### src/rtl/ccss_mem_pkg.sv
// Shared definitions for the dual-core data memory controllers.
package ccss_mem_pkg;

  localparam int unsigned CORE_AR_W = 16;
  localparam int unsigned ADDR_W    = 8;
  localparam int unsigned DATA_W    = 16;

  typedef enum logic [0:0] {
    BUF_EMPTY   = 1'b0,
    BUF_PENDING = 1'b1
  } buf_state_e;

  typedef enum logic [0:0] {
    CORE1 = 1'b0,
    CORE2 = 1'b1
  } core_idx_e;

  function automatic core_idx_e other_core(input core_idx_e c);
    return (c == CORE1) ? CORE2 : CORE1;
  endfunction

endpackage

### src/rtl/mem_wr_buffer.sv
// One-entry store buffer: captures a request when empty, holds it until granted.
module mem_wr_buffer #(
  parameter int unsigned ADDR_W = ccss_mem_pkg::ADDR_W,
  parameter int unsigned DATA_W = ccss_mem_pkg::DATA_W
) (
  input  logic              clk,
  input  logic              rst,
  input  logic              wr_req,
  input  logic [ADDR_W-1:0] wr_addr,
  input  logic [DATA_W-1:0] wr_data,
  input  logic              grant,
  output logic              pending,
  output logic [ADDR_W-1:0] addr,
  output logic [DATA_W-1:0] data
);
  import ccss_mem_pkg::*;

  buf_state_e        state_q, state_d;
  logic [ADDR_W-1:0] addr_q, addr_d;
  logic [DATA_W-1:0] data_q, data_d;

  always_ff @(posedge clk or posedge rst) begin
    if (rst) begin
      state_q <= BUF_EMPTY;
      addr_q  <= '0;
      data_q  <= '0;
    end else begin
      state_q <= state_d;
      addr_q  <= addr_d;
      data_q  <= data_d;
    end
  end

  // A pending entry ignores new requests, including on its grant edge.
  always_comb begin
    state_d = state_q;
    addr_d  = addr_q;
    data_d  = data_q;
    case (state_q)
      BUF_EMPTY: begin
        if (wr_req) begin
          state_d = BUF_PENDING;
          addr_d  = wr_addr;
          data_d  = wr_data;
        end
      end
      BUF_PENDING: begin
        if (grant) state_d = BUF_EMPTY;
      end
      default: state_d = BUF_EMPTY;
    endcase
  end

  assign pending = (state_q == BUF_PENDING);
  assign addr    = addr_q;
  assign data    = data_q;

endmodule

### src/rtl/mem_write_arbiter.sv
// Arbitrates buffered stores from two cores onto the shared data memory write port.
// Optional feature: MEMW_COLLISION_MERGE_EN merges same-address stores into one write.
module mem_write_arbiter #(
  parameter int unsigned CORE_AR_W = ccss_mem_pkg::CORE_AR_W,
  parameter int unsigned ADDR_W    = ccss_mem_pkg::ADDR_W,
  parameter int unsigned DATA_W    = ccss_mem_pkg::DATA_W
) (
  input  logic                 clk,
  input  logic                 rst,
  input  logic                 c1_wr_req,
  input  logic [CORE_AR_W-1:0] c1_AR,
  input  logic [DATA_W-1:0]    c1_DR,
  output logic                 c1_busy,
  output logic                 c1_wr_ack,
  input  logic                 c2_wr_req,
  input  logic [CORE_AR_W-1:0] c2_AR,
  input  logic [DATA_W-1:0]    c2_DR,
  output logic                 c2_busy,
  output logic                 c2_wr_ack,
  output logic [ADDR_W-1:0]    mem_address,
  output logic [DATA_W-1:0]    mem_data,
  output logic                 mem_wren,
  output logic                 collision
);
  import ccss_mem_pkg::*;

  logic              pend1, pend2;
  logic [ADDR_W-1:0] addr1, addr2;
  logic [DATA_W-1:0] data1, data2;
  logic              grant1, grant2, coll;
  logic [ADDR_W-1:0] sel_addr;
  logic [DATA_W-1:0] sel_data;
  core_idx_e         rr_q, rr_d;

  logic unused_ar_hi;
  assign unused_ar_hi = ^{c1_AR[CORE_AR_W-1:ADDR_W], c2_AR[CORE_AR_W-1:ADDR_W]};

  mem_wr_buffer #(.ADDR_W(ADDR_W), .DATA_W(DATA_W)) u_buf1 (
    .clk     (clk),
    .rst     (rst),
    .wr_req  (c1_wr_req),
    .wr_addr (c1_AR[ADDR_W-1:0]),
    .wr_data (c1_DR),
    .grant   (grant1),
    .pending (pend1),
    .addr    (addr1),
    .data    (data1)
  );

  mem_wr_buffer #(.ADDR_W(ADDR_W), .DATA_W(DATA_W)) u_buf2 (
    .clk     (clk),
    .rst     (rst),
    .wr_req  (c2_wr_req),
    .wr_addr (c2_AR[ADDR_W-1:0]),
    .wr_data (c2_DR),
    .grant   (grant2),
    .pending (pend2),
    .addr    (addr2),
    .data    (data2)
  );

  assign c1_busy = pend1;
  assign c2_busy = pend2;

  // Grant selection; when both cores win (merge), core 2's data is written.
  always_comb begin
    grant1   = 1'b0;
    grant2   = 1'b0;
    coll     = 1'b0;
    rr_d     = rr_q;
    if (pend1 && pend2) begin
      coll = (addr1 == addr2);
`ifdef MEMW_COLLISION_MERGE_EN
      if (coll) begin
        grant1 = 1'b1;
        grant2 = 1'b1;
      end else begin
        grant1 = (rr_q == CORE1);
        grant2 = (rr_q == CORE2);
        rr_d   = other_core(rr_q);
      end
`else
      grant1 = (rr_q == CORE1);
      grant2 = (rr_q == CORE2);
      rr_d   = other_core(rr_q);
`endif
    end else begin
      grant1 = pend1;
      grant2 = pend2;
    end
    sel_addr = grant2 ? addr2 : addr1;
    sel_data = grant2 ? data2 : data1;
  end

  always_ff @(posedge clk or posedge rst) begin
    if (rst) begin
      mem_wren    <= 1'b0;
      mem_address <= '0;
      mem_data    <= '0;
      c1_wr_ack   <= 1'b0;
      c2_wr_ack   <= 1'b0;
      collision   <= 1'b0;
      rr_q        <= CORE1;
    end else begin
      mem_wren  <= grant1 | grant2;
      c1_wr_ack <= grant1;
      c2_wr_ack <= grant2;
      collision <= coll;
      rr_q      <= rr_d;
      if (grant1 | grant2) begin
        mem_address <= sel_addr;
        mem_data    <= sel_data;
      end
    end
  end

endmodule

### config.mk
export PLATFORM = sky130hd
export DESIGN_NAME = mem_write_arbiter
export DESIGN_NICKNAME = d
export VERILOG_FILES = /design/src/rtl/ccss_mem_pkg.sv /design/src/rtl/mem_wr_buffer.sv /design/src/rtl/mem_write_arbiter.sv
export SDC_FILE = /design/constraint.sdc
export NUM_CORES = 1
export LEC_CHECK = 0
export BUFFER_PORTS_ARGS = -buffer_cell sky130_fd_sc_hd__buf_4
export CAP_MARGIN = 20
export CORE_ASPECT_RATIO = 2
export CORE_MARGIN = 2
export CORE_UTILIZATION = 46
export CTS_CLUSTER_DIAMETER = 120
export DETAILED_ROUTE_END_ITERATION = 10
export PLACE_DENSITY = 0.74
export SLEW_MARGIN = 5
export SYNTH_ARGS = -nofsm -noshare
export SYNTH_HDL_FRONTEND = slang
export SYNTH_SLANG_ARGS = --single-unit
### constraint.sdc
create_clock -name clk -period 2.7 [get_ports clk]
set_clock_uncertainty 0.2 [all_clocks]
set_input_delay 0.54 -clock clk [delete_from_list [all_inputs] [get_ports clk]]
set_output_delay 0.54 -clock clk [all_outputs]
set_load 0.02 [all_outputs]
== Word-level counts from Yosys, hierarchy flattened ==
Cells that the tools add are included.

* Bitwise gates (word level): 4
* Reductions and logical operators: 3
* Multiplexer cells: 12
* Equal/unequal tests: 1

{| class="wikitable"
|+ Operators with widths
! cell !! count
|-
| $mux W16 || 1
|-
| $eq A8 B8 Y1 || 1
|-
| $mux W1 || 8
|-
| $mux W8 || 1
|-
| $pmux W1 S2 || 2
|-
| $reduce_and A2 Y1 || 2
|-
| $not A1 Y1 || 3
|-
| $logic_and A1 B1 Y1 || 1
|-
| $or A1 B1 Y1 || 1
|}

* Bits in registers: 79
* Bits of input ports: 68

== Depth between registers and ports, before layout ==
* Depth in word-level cells: 4
* Gate-level depth with buffers: 6
* Depth with buffers taken out: 3

== Modules after synthesis ==
Synthesis repeated with hierarchy kept, for this count alone.

* Cell total of the unflattened synthesis: 214
* Area, all modules: 3,404.5 sq um

{| class="wikitable"
|+ Modules (own cells, without submodules)
! module !! area an instance (sq um) !! seq. area each (sq um) !! instances !! cells an instance
|-
| mem_wr_buffer || 1,043.5 || 625.6 || 2 || 56
|-
| mem_write_arbiter || 1,317.5 || 725.7 || 1 || 102
|}

== Worst setup path before layout ==
Ideal clock, no wire load.

* Path type: input -> register
* Start point: in c1_wr_req
* End point: reg u_buf1.data_q[2] (netlist: u_buf1.data[2])
* Buffers on the path: 2
* Cell stages on the path: 4
* Arrival time: 1,360 ps
* Setup time: 125 ps
* Setup slack: 1,016 ps
* Data required time: 2,375 ps
* Cell sequence: nor2b_1 -> buf_2 -> buf_2 -> mux2_2

* Word-level cells in the longest chain between the ends: 1

{| class="wikitable"
|+ Ends and longest elaborated chain
! item !! line !! RTL
|-
| from (decl) || mem_write_arbiter.sv:10 || <nowiki>input logic c1_wr_req,</nowiki>
|-
| $reduce_and A2 Y1 (no line) || - ||
|-
| to (signal assigned) || mem_wr_buffer.sv:30 || <nowiki>data_q <= data_d;</nowiki>
|-
| to (decl) || mem_wr_buffer.sv:20 || <nowiki>logic [DATA_W-1:0] data_q, data_d;</nowiki>
|}

Every way passes these cells.
A chain may end at the register's enable or synchronous reset.

== Final worst setup path ==
* Start point: reg u_buf2.state_q (netlist: u_buf2.pending)
* End point: reg mem_data[11]

* Word-level cells in the longest chain between the ends: 3
* Elaborated cells between the ends (all ways): 5

{| class="wikitable"
|+ Ends and longest elaborated chain
! item !! line !! RTL
|-
| from (decl) || mem_wr_buffer.sv:18 || <nowiki>buf_state_e state_q, state_d;</nowiki>
|-
| from (signal assigned) || mem_wr_buffer.sv:28 || <nowiki>state_q <= state_d;</nowiki>
|-
| $logic_and A1 B1 Y1 || mem_write_arbiter.sv:71 || <nowiki>if (pend1 && pend2) begin</nowiki>
|-
| $mux W1 || mem_write_arbiter.sv:71 ||
|-
| $mux W16 or $or A1 B1 Y1 (tied branches) || mem_write_arbiter.sv:92, mem_write_arbiter.sv:110 ||
|-
| to (signal assigned) || mem_write_arbiter.sv:112 || <nowiki>mem_data <= sel_data;</nowiki>
|-
| to (decl) || mem_write_arbiter.sv:21 || <nowiki>output logic [DATA_W-1:0] mem_data,</nowiki>
|}

Parallel ways exist; a longest one is shown, timed or not.

==> impl_results.md <==
- Most used cells in the layout excluding fill and tap cells: buf_4, dfrtp_1, mux2_2, or3_1, o221a_1
- Final nets: approximately 370
- TritonCTS clock tree: done
- Final estimated routing congestion in global placement: 0.7314
- Final hold violation count: 0
- Average cell area after synthesis: roughly 15 µm²
- Post-cts sizing count: 0
- Count of standard-cell rows: 43
- Commonest non-fill, non-tap cell in the layout: buf_4
- Number of port buffers: slightly above 80
- FFs w/ async S/R, synth: 1.000
- Post-Synthesis Cell Area: ~0.0032 mm²
- Critical path required time: 2.76 ns
- Fraction of final layout cells with drive strength greater than 1: 0.4984
- Detailed-routing iteration count for the pre-antenna-repair pass: 4
- Area of the multi-input gates: 0.001125 mm²
- Number of buffers added by the clock tree synthesis step: 9
- Ports: 98
- Die extent in x: 63.03 µm
- Achievable frequency: around 470 MHz
- Final worst path period share: 0.7951
- Via count of the first global-routing pass: 2245
- Total nets after synthesis: 287
- Clock network latency to the later pin of the worst-skew pair: 0.33 ns
- Final number of setup-violating endpoints: 0
- Leakage Power: 1.854 nW
- Post-detailed-route wirelength per cell: around 17 µm
- Root buffer cell: clkbuf_16
- Maximum level of the CTS H-tree: 3
- Outcome: completed
- WP data arrival: 2.21 ns
- Number of design-rule violations left by the first detailed-router iteration: 79
- Peak fanout along the critical path: 21
- Flip-flop and latch count after synthesis: between 70 and 80
- Final worst slack: between 0.5 and 0.6 ns
- Clock slew at the register clock pins of the worst setup and hold paths: 0.05 ns
- Number of antenna-violating nets in the routed design: 0
- Ant diodes: 0
- Min cycle time layout: 2.147 ns
- Total length of routed wires: 6911 µm
- Remaining design rule violation count: 0
- Critical path startpoint category: flip-flop
- Synth cell types: 24
- Filler instances: 572
- Peak supply drop: 0.5183 mV
- Height of the chip: about 120 µm
- Pin slew with the least headroom to its limit: 0.7026 ns
- First-pass GRT wire length: 11250 µm
- Slew Limit Fails: 0
- Endpoint kind of the worst setup timing path: flip-flop
- Post-detail-place hpwl: 4668 µm
- Worst slack at placement: ~0.60 ns
- Initial cell density of the core: 0.4691
- Max Cap Viol: 0
- CTS Hold Buffers Added: 0
- Dominant register cell in the synthesized netlist: dfrtp_1
- TNS Setup: 0 ns
- Synth-to-layout area growth: 31.85%
- Worst-case headroom to the max-slew limit: 0.5316
- Number of buffers added for setup after CTS: 0
- Warnings from Yosys: 0
- Vias per Instance: between 5 and 6
- Total power divided by cell area: approximately 1100 mW/mm²
- Remaining global-route overflow: 0
- Bufs on Longest Clock Path: 2
- Gate count after technology mapping: 219
- Routed via count: between 2000 and 2500
- Initial antenna violation count: 0
- Crit Path Class: flip-flop to flip-flop
- Unrepaired setup endpoints after global routing: false
- Type of the most critical hold path: input port to asynchronous set/reset pin
- Largest net degree at the start of global routing: 52
- EDFF count, synth: 0
- Sequential standard cell area: 0.001977 mm²
- Number of sinks on the clock net: 79
- Area enclosed by the die boundary: just under 0.008 mm²
- Core Region: 0.006833 mm²
- Overall global routing resource usage: 0.1955
- Sequential element share of the synthesized area: 0.6167
[stage by stage]
stage / hold slack, ns / cells / instance area, µm² / utilization / total power, W
CTS: 0.1030 / 399 / 4227 / 0.6186 / 0.004803
global placement: 0.2691 / 383 / 3901 / 0.5710 / 0.003422
floorplan: 0.2591 / 219 / 3209 / - / 0.002895
finish: 0.09934 / 399 / 4227 / 0.6186 / 0.004748
detailed placement: 0.2789 / 383 / 3901 / 0.5710 / 0.003482
global route: 0.1255 / 399 / 4227 / 0.6186 / 0.005006
[report_power, final]
| part | switching [W] | total, W | internal [W] |
|---|---|---|---|
| Clock | 0.000430 | 0.00129 | 0.000858 |
| Sequential | 0.000306 | 0.00191 | 0.00161 |
| Combinational | 0.000729 | 0.00155 | 0.000817 |
[final cells by class]
type | instances | share of cell area
repair buffers | 89 | 0.1581
flip-flops and latches | 79 | 0.4677
clock inverters | 3 | 0.01539
clock buffers | 13 | 0.06158
inverters | 4 | 0.004441
well taps | 90 | 0.02664
multi-input cells | 121 | 0.2661
[cells by family (layout without fill, tap and decap cells)]
family	Yosys count	in the layout	share of synthesized area
XOR/XNOR	9	9	0.02459
AND/OR/NAND/NOR	24	24	0.04176
multiplexers	50	50	0.1756
AO/OA/AOI/OAI	38	38	0.1073
buffers and inverters	19	109	0.03395
flip-flops	79	79	0.6167
[path summary, 6_finish.rpt]
path	from	end	slack [ns]	cells past startpoint
worst min register to register	u_buf2.data[8]	mem_data[8]	0.29	1
worst max-delay path	u_buf2.pending	mem_data[11]	0.55	4
worst min-delay path	rst	u_buf2.data[10]	0.1	3
worst max register to register	u_buf2.pending	mem_data[11]	0.55	4
max in group asynchronous	rst	mem_data[1]	1.66	3
min in group clk	c1_DR[10]	u_buf1.data[10]	0.24	2
[registers in the layout, indices dropped and copies added, names as in the netlist]
name            flops
mem_wren            1
collision           1
u_buf1.data        16
u_buf1.addr         8
mem_data           16
c2_wr_ack           1
u_buf2.addr         8
u_buf2.pending      1
rr_q                1
u_buf2.data        16
mem_address         8
c1_wr_ack           1
u_buf1.pending      1
[per-layer routing]
| metal | GRT usage | share of wire | wire [µm] | vias up |
|---|---|---|---|---|
| met1 | 0.2388 | 0.41 | 2849 | 1071 |
| li1 | - | - | - | 965 |
| met5 | 0 | 0 | 0 | - |
| met3 | 0.06002 | 0.051 | 353 | 8 |
| met4 | 0.07083 | 0.014 | 95 | 0 |
| met2 | 0.3251 | 0.52 | 3611 | 67 |
[cell usage after synthesis, types with 2 or more instances]
cell type  instances  share of area
dfrtp_1           79           0.62
mux2_2            47           0.17
o221a_1           12          0.042
or3_1             12          0.023
buf_2             11          0.017
o21a_1            10          0.023
o22a_1            10          0.027
xnor2_1            8          0.022
inv_1              4         0.0047
nor2_1             4         0.0047
buf_6              3          0.011
mux2_1             3          0.011
nand2_1            2         0.0023
nor2b_1            2         0.0039
o21bai_1           2         0.0047
o22ai_1            2         0.0039
[worst max-delay path: stages, from the launching register on]
cell     delay [ns]
dfrtp_1        0.79
a21bo_1        0.47
buf_4          0.32
o22a_1         0.17
o21a_1         0.11
Power figures use the tool's default switching activity.
